===== config.mk =====
export PLATFORM = sky130hd
export DESIGN_NAME = auction_seq_ctrl
export DESIGN_NICKNAME = d
export VERILOG_FILES = /design/src/rtl/auction_seq_ctrl.sv
export SDC_FILE = /design/constraint.sdc
export NUM_CORES = 1
export LEC_CHECK = 0
export ABC_AREA = 1
export CAP_MARGIN = 25
export CELL_PAD_IN_SITES_DETAIL_PLACEMENT = 0
export CELL_PAD_IN_SITES_GLOBAL_PLACEMENT = 1
export CORE_MARGIN = 10
export CORE_UTILIZATION = 31
export DETAILED_ROUTE_END_ITERATION = 6
export PLACE_DENSITY = 0.83
export SKIP_LAST_GASP = 1
export SLEW_MARGIN = 25
export SYNTH_ARGS = -nofsm -noshare
export SYNTH_HDL_FRONTEND = slang
export SYNTH_SLANG_ARGS = --single-unit

===== constraint.sdc =====
create_clock -name clk -period 1.7 [get_ports clk]
set_input_delay 0.255 -clock clk [delete_from_list [all_inputs] [get_ports clk]]
set_output_delay 0.255 -clock clk [all_outputs]
set_load 0.02 [all_outputs]

===== src/rtl/auction_seq_ctrl.sv =====
// auction_seq_ctrl
// Sequential sealed-bid auction over 2**N bidders using one W-bit comparator.
// Bids arrive serially in index order 0..2**N-1. The block keeps the running
// highest bid and its owner's index. It then presents winner/highest with a
// valid/ack handshake. On equal bids the lower index wins.
//
// Ports:
//   clk, rst      clock; synchronous active-high reset
//   start         begin an auction (IDLE, or DONE together with result_ack)
//   bid_valid/bid serial bid input, qualified by bid_ready
//   bid_ready     high in COLLECT
//   bid_idx       index of the bidder expected next
//   busy          high in COLLECT and DONE
//   result_valid  high in DONE; winner/highest are valid
//   result_ack    consumer has taken the result
//   winner        index of the highest bidder
//   highest       winning bid value
module auction_seq_ctrl #(
    parameter int N = 2,
    parameter int W = 8
) (
    input  logic         clk,
    input  logic         rst,
    input  logic         start,
    input  logic         bid_valid,
    input  logic [W-1:0] bid,
    output logic         bid_ready,
    output logic [N-1:0] bid_idx,
    output logic         busy,
    output logic         result_valid,
    input  logic         result_ack,
    output logic [N-1:0] winner,
    output logic [W-1:0] highest
);

    typedef enum logic [1:0] {
        IDLE    = 2'd0,
        COLLECT = 2'd1,
        DONE    = 2'd2
    } state_t;

    state_t       state, state_nx;
    logic [N-1:0] cnt;
    logic         beat;
    logic         last;
    logic         clr_cnt;

    // The N-bit counter wraps to 0 on the final beat. That is harmless: the
    // FSM is in DONE by then, and the counter is cleared again on start.
    assign last = &cnt;
    assign beat = bid_valid && (state == COLLECT);

    always_comb begin
        state_nx = state;
        clr_cnt  = 1'b0;
        case (state)
            IDLE: begin
                if (start) begin
                    state_nx = COLLECT;
                    clr_cnt  = 1'b1;
                end
            end
            COLLECT: begin
                if (beat && last) state_nx = DONE;
            end
            DONE: begin
                if (result_ack) begin
                    if (start) begin
                        state_nx = COLLECT;
                        clr_cnt  = 1'b1;
                    end else begin
                        state_nx = IDLE;
                    end
                end
            end
            default: state_nx = IDLE;
        endcase
    end

    always_ff @(posedge clk) begin
        if (rst) begin
            state   <= IDLE;
            cnt     <= '0;
            winner  <= '0;
            highest <= '0;
        end else begin
            state <= state_nx;
            if (clr_cnt) begin
                cnt <= '0;
            end else if (beat) begin
                cnt <= cnt + 1'b1;
                // The first beat loads unconditionally so no stale value from
                // a previous auction can win. Later beats use a strict compare,
                // so on a tie the earlier, lower index is kept.
                if (cnt == '0) begin
                    highest <= bid;
                    winner  <= '0;
                end else if (bid > highest) begin
                    highest <= bid;
                    winner  <= cnt;
                end
            end
        end
    end

    assign bid_ready    = (state == COLLECT);
    assign busy         = (state != IDLE);
    assign result_valid = (state == DONE);
    assign bid_idx      = cnt;

endmodule


After elaboration in Yosys (flattened, before gate mapping):

Index checks and enable logic that the tools add are counted.
Widths: inputs -> output; s select.

* add/subtract/negate cells: 1
* magnitude comparators: 1
* eq/ne operators: 5
* multiplexer cells: 12
* bitwise logic cells: 1
* reductions and logical operators: 10

Operators by type and width (count)
* $mux 8: 2
* $mux 2: 5
* $gt 8x8->1: 1
* $pmux 2 s3: 1
* $reduce_and 3->1: 2
* $logic_not 2->1: 2
* $ne 2x1->1 const B: 2
* $reduce_bool 2->1: 2
* $mux 1: 3
* $add 2x1->2 const B: 1
* $eq 2x1->1 const B: 1
* $eq 2x2->1 const B: 1
* $logic_and 1x1->1: 2
* $ne 2x2->1 const B: 1
* $pmux 1 s2: 1
* $reduce_and 2->1: 1
* $reduce_or 2->1: 1
* $not 1->1: 1

* bits in registers: 14
* bits of input ports: 13
* output and inout bits: 15
* word-level logic and storage cells: 34

Longest topological paths before layout:

* depth in word-level cells: 5
* mapped depth: 15
* gate-level depth less buffers: 15

Worst setup path before layout:

Ideal clock, no wire load.

* path kind: register to register
* start point: reg highest[7]
* end point: reg highest[0]
* setup time: 0.115 ns
* arrival: 1.528 ns
* data required time: 1.585 ns
* slack: 0.057 ns
* stages on the path, launching flop included: 11
* buffers on the path: 1
* clock period less this slack: 1.643 ns
* cells stage by stage: dfxtp_1 -> inv_1 -> ha_1 -> a21o_1 -> nor2_1 -> nand2_1 -> nand2_2 -> nand2_4 -> buf_6 -> a21oi_1 -> nor2_1

* word-level cells in the longest chain between the ends: 3

Ends and longest elaborated chain
* start: declaration: RTL line 33 `output logic [W-1:0] highest`
* start signal: assignment: RTL line 96 `highest <= bid;`
* start signal: assignment: RTL line 99 `highest <= bid;`
* $gt 8x8->1: RTL line 98 `end else if (bid > highest) begin`
* $reduce_bool 2->1 (no source line)
* $reduce_and 3->1 (no source line)

Every way passes these cells.
A chain may end at the register's enable or synchronous reset.

Worst setup path in the final report:

* start point: in bid[6]
* end point: reg highest[5]

* word-level cells in the longest chain between the ends: 3

Ends and longest elaborated chain
* start: declaration: RTL line 26 `input logic [W-1:0] bid,`
* $gt 8x8->1: RTL line 98
* $reduce_bool 2->1 (no source line)
* $reduce_and 3->1 (no source line)

Every way passes these cells.

==> results.py <==
metrics = {
    "global_route": {
        "grt_pass1_wl_um": 3320,
        "grt_usage": 0.0737,
        "grt_pass1_vias": 797,
        "grt_start_max_net_pins": 20,
        "antenna_found_initial": 0,
        "grt-ovfl-total": 0,
    },
    "cts": {
        "cts_sinks": 14,
        "htree_levels": 1,
        "clock_latency_ps": 290,
        "cts_tree": "yes",
        "cts_buffers": 3,
        "cts.clk_slew.worst_paths_ps": 90,
        "clock_path_buffers": 2,
        "clockRootBuffer": "clkbuf_4",
    },
    "power": {
        "ir_drop_v": 0.000666,
        "intPower_uw": 575,
        "power_frac_seq": 0.422,
        "combPwrFrac": 0.352,
        "p_clk_frac": 0.226,
        "p_switching_uw": 286,
        "swShare": 0.333,
        "p_leak_uw": 0.000664,
        "power_density_nw_per_um2": 618,
    },
    "worst_setup_path": {
        "cp_max_fo": 8,
        "crit_arrival_ps": 1820,
        "crit_type": "in2reg",
        "crit_path_frequent_cell": "nand2_4",
        "critPathLaunchType": "input pin",
        "cp_slowest_cell": "clkdlybuf4s50_1",
        "worstPathRequired_ps": 1890,
        "reg2regPathDepth": 9,
        "max_stage_delay_ps": 430,
        "worstSetupEndpointType": "flop",
        "path_cells": "clkdlybuf4s50_1 > ha_1 > nand2_2 > nor2_2 > nand4_1 > nand2_4 > nand2_4 > a21oi_1 > nor2_1",
    },
    "run_status": {
        "outcome": "complete, no violations",
    },
    "final_layout": {
        "nets": 184,
        "area_delta_synth_final_pct": 57.0,
        "final_cell_mix": "nand2_1 (24), clkdlybuf4s50_1 (18), inv_1 (17), nor2_1 (14), a21oi_1 (11)",
        "final_common_cell": "nand2_1",
        "drive_above_1_share": 0.270,
        "insertedDiodeCount": 0,
        "n_fill_cell": 276,
        "post-route-cell-area_um2": 1390,
    },
    "logic_synthesis": {
        "avgSynthCellArea_um2": 7.10,
        "synth_top_area_frac": 0.316,
        "synth_area_um2": 887,
        "yosysWarnings": 0,
        "syn_inst": 125,
        "ys_seq_area_frac": 0.316,
        "synthesis.nets": 148,
        "synth_seq_cells": 14,
        "post-synth-top-area-cell": "dfxtp_1",
        "ys_types": 20,
        "ys_top_cells_by_area": "dfxtp_1 (32%), ha_1 (14%), nand2_1 (12%)",
    },
    "placed_design": {
        "finalWeightedCongestion": 0.785,
        "hpwl_um": 1610,
        "io_buffers": 27,
        "placed_area_um2": 1190,
    },
    "timing": {
        "hold_violations": 0,
        "worstMarginPinSlew_ps": 410,
        "tns_ps": 0,
        "rsz0062_at_grt": "yes",
        "timing.fmax_mhz": 613,
        "slew-limit-headroom": 0.726,
        "finalCritPeriodShare": 0.959,
        "fin_crit_ps": 1630,
        "setup_viol": 0,
        "drv_slew": 0,
        "skew_ps": 10.9,
    },
    "die": {
        "boundaryPins": 28,
        "rows": 19,
        "core_um2": 2760,
        "initial_utilization": 0.322,
        "dieArea_um2": 5400,
        "fp.dieW_um": 73.5,
        "fp.dieH_um": 73.5,
    },
    "run": {
        "cap_violations": 0,
    },
    "routing": {
        "drtIter0Drc": 28,
        "drcViolationCount": 0,
        "drt-pass1-iter-count": 2,
        "vias": 900,
        "wl_um": 2380,
        "via_per_inst": 4.74,
        "postRouteAntennaNets": 0,
        "wl_per_cell_um": 12.5,
    },
    "worst_hold_path": {
        "hold_class": "in2reg",
        "whs_path_depth": 4,
    },
}
==> worst max-delay path, delay by kind of cell <==
kind | cells | cell delay, ps
and+or+nand+nor | 6 | 660
buffers and inverters | 1 | 430
adders and majority gates | 1 | 300
AOI/OAI and AO/OA | 1 | 170
==> Yosys cell counts, drive strengths merged <==
cell type   n
dfxtp      14
inv        21
o211ai      1
nand4       1
nor2       20
a21o        1
nand3       1
a211oi      1
clkbuf      1
nand2      32
ha         10
buf         2
a21oi      13
nand3b      7
==> per-layer routing <==
metal / GRT usage / vias to the layer above / wire [µm]
met3: 0.0458 / 0 / 228
met1: 0.0811 / 418 / 973
met2: 0.122 / 21 / 1180
met4: 0.00621 / 0 / 0
li1: - / 461 / -
met5: 0 / - / 0
==> logic make-up after synthesis <==
group                    Yosys count  synth area share
flip-flops                        14             0.316
AND/OR/NAND/NOR                   61             0.322
AO/OA/AOI/OAI                     16            0.0987
buffers and inverters             24             0.123
adder cells (fa/ha/maj)           10             0.141
==> layout make-up <==
type | instances | area (µm²) | share of cell area
inverters | 21 | 78.8 | 0.0566
flip-flops and latches | 14 | 289 | 0.208
multi-input cells | 89 | 641 | 0.460
clock buffers | 3 | 22.5 | 0.0162
repair buffers | 32 | 323 | 0.232
well taps | 31 | 38.8 | 0.0279
==> stage by stage <==
| stage | hold WS (ps) | utilization | power, µW | worst slack, ps | instances |
|---|---|---|---|---|---|
| after CTS | 513 | 0.438 | 806 | 24.7 | 186 |
| after detailed placement | 492 | 0.431 | 612 | -256 | 183 |
| after global placement | 488 | 0.431 | 608 | -242 | 183 |
| final | 347 | 0.505 | 861 | 69.7 | 190 |
| after global routing | 393 | 0.505 | 914 | -20.4 | 190 |
| after floorplan | 324 | - | 514 | 56.6 | 125 |
==> state kept, by name, summed over array words and instances, names as in the netlist <==
signal and count:
state 2, highest 8, winner 2, bid_idx 2
==> final timing paths <==
check                           from                 endpoint  slack (ps)
max reg2reg  highest[6]$_SDFFE_PP0P_  highest[5]$_SDFFE_PP0P_         100
min                           bid[2]  highest[2]$_SDFFE_PP0P_         350
max                           bid[6]  highest[5]$_SDFFE_PP0P_          70
min reg2reg  highest[2]$_SDFFE_PP0P_  highest[2]$_SDFFE_PP0P_         490
==> power groups by stage <==
stage          combinational, µW  sequential [µW]  clock (µW)
6_report                     303              364         194
5_1_grt                      337              367         211
4_1_cts                      243              362         202
3_5_place_dp                 243              369           0
3_3_place_gp                 240              369           0
2_1_floorplan                125              389           0
==> what timing repair did <==
item                                    in CTS  in global routing
endpoints found under the setup margin       2                 11
pin swaps                                    0                 19
resized for setup                            2                 38
gates cloned                                 0                  2
setup buffers                                0                  2
hold buffers                                 0                  0
(Power assumes the default switching activity.)
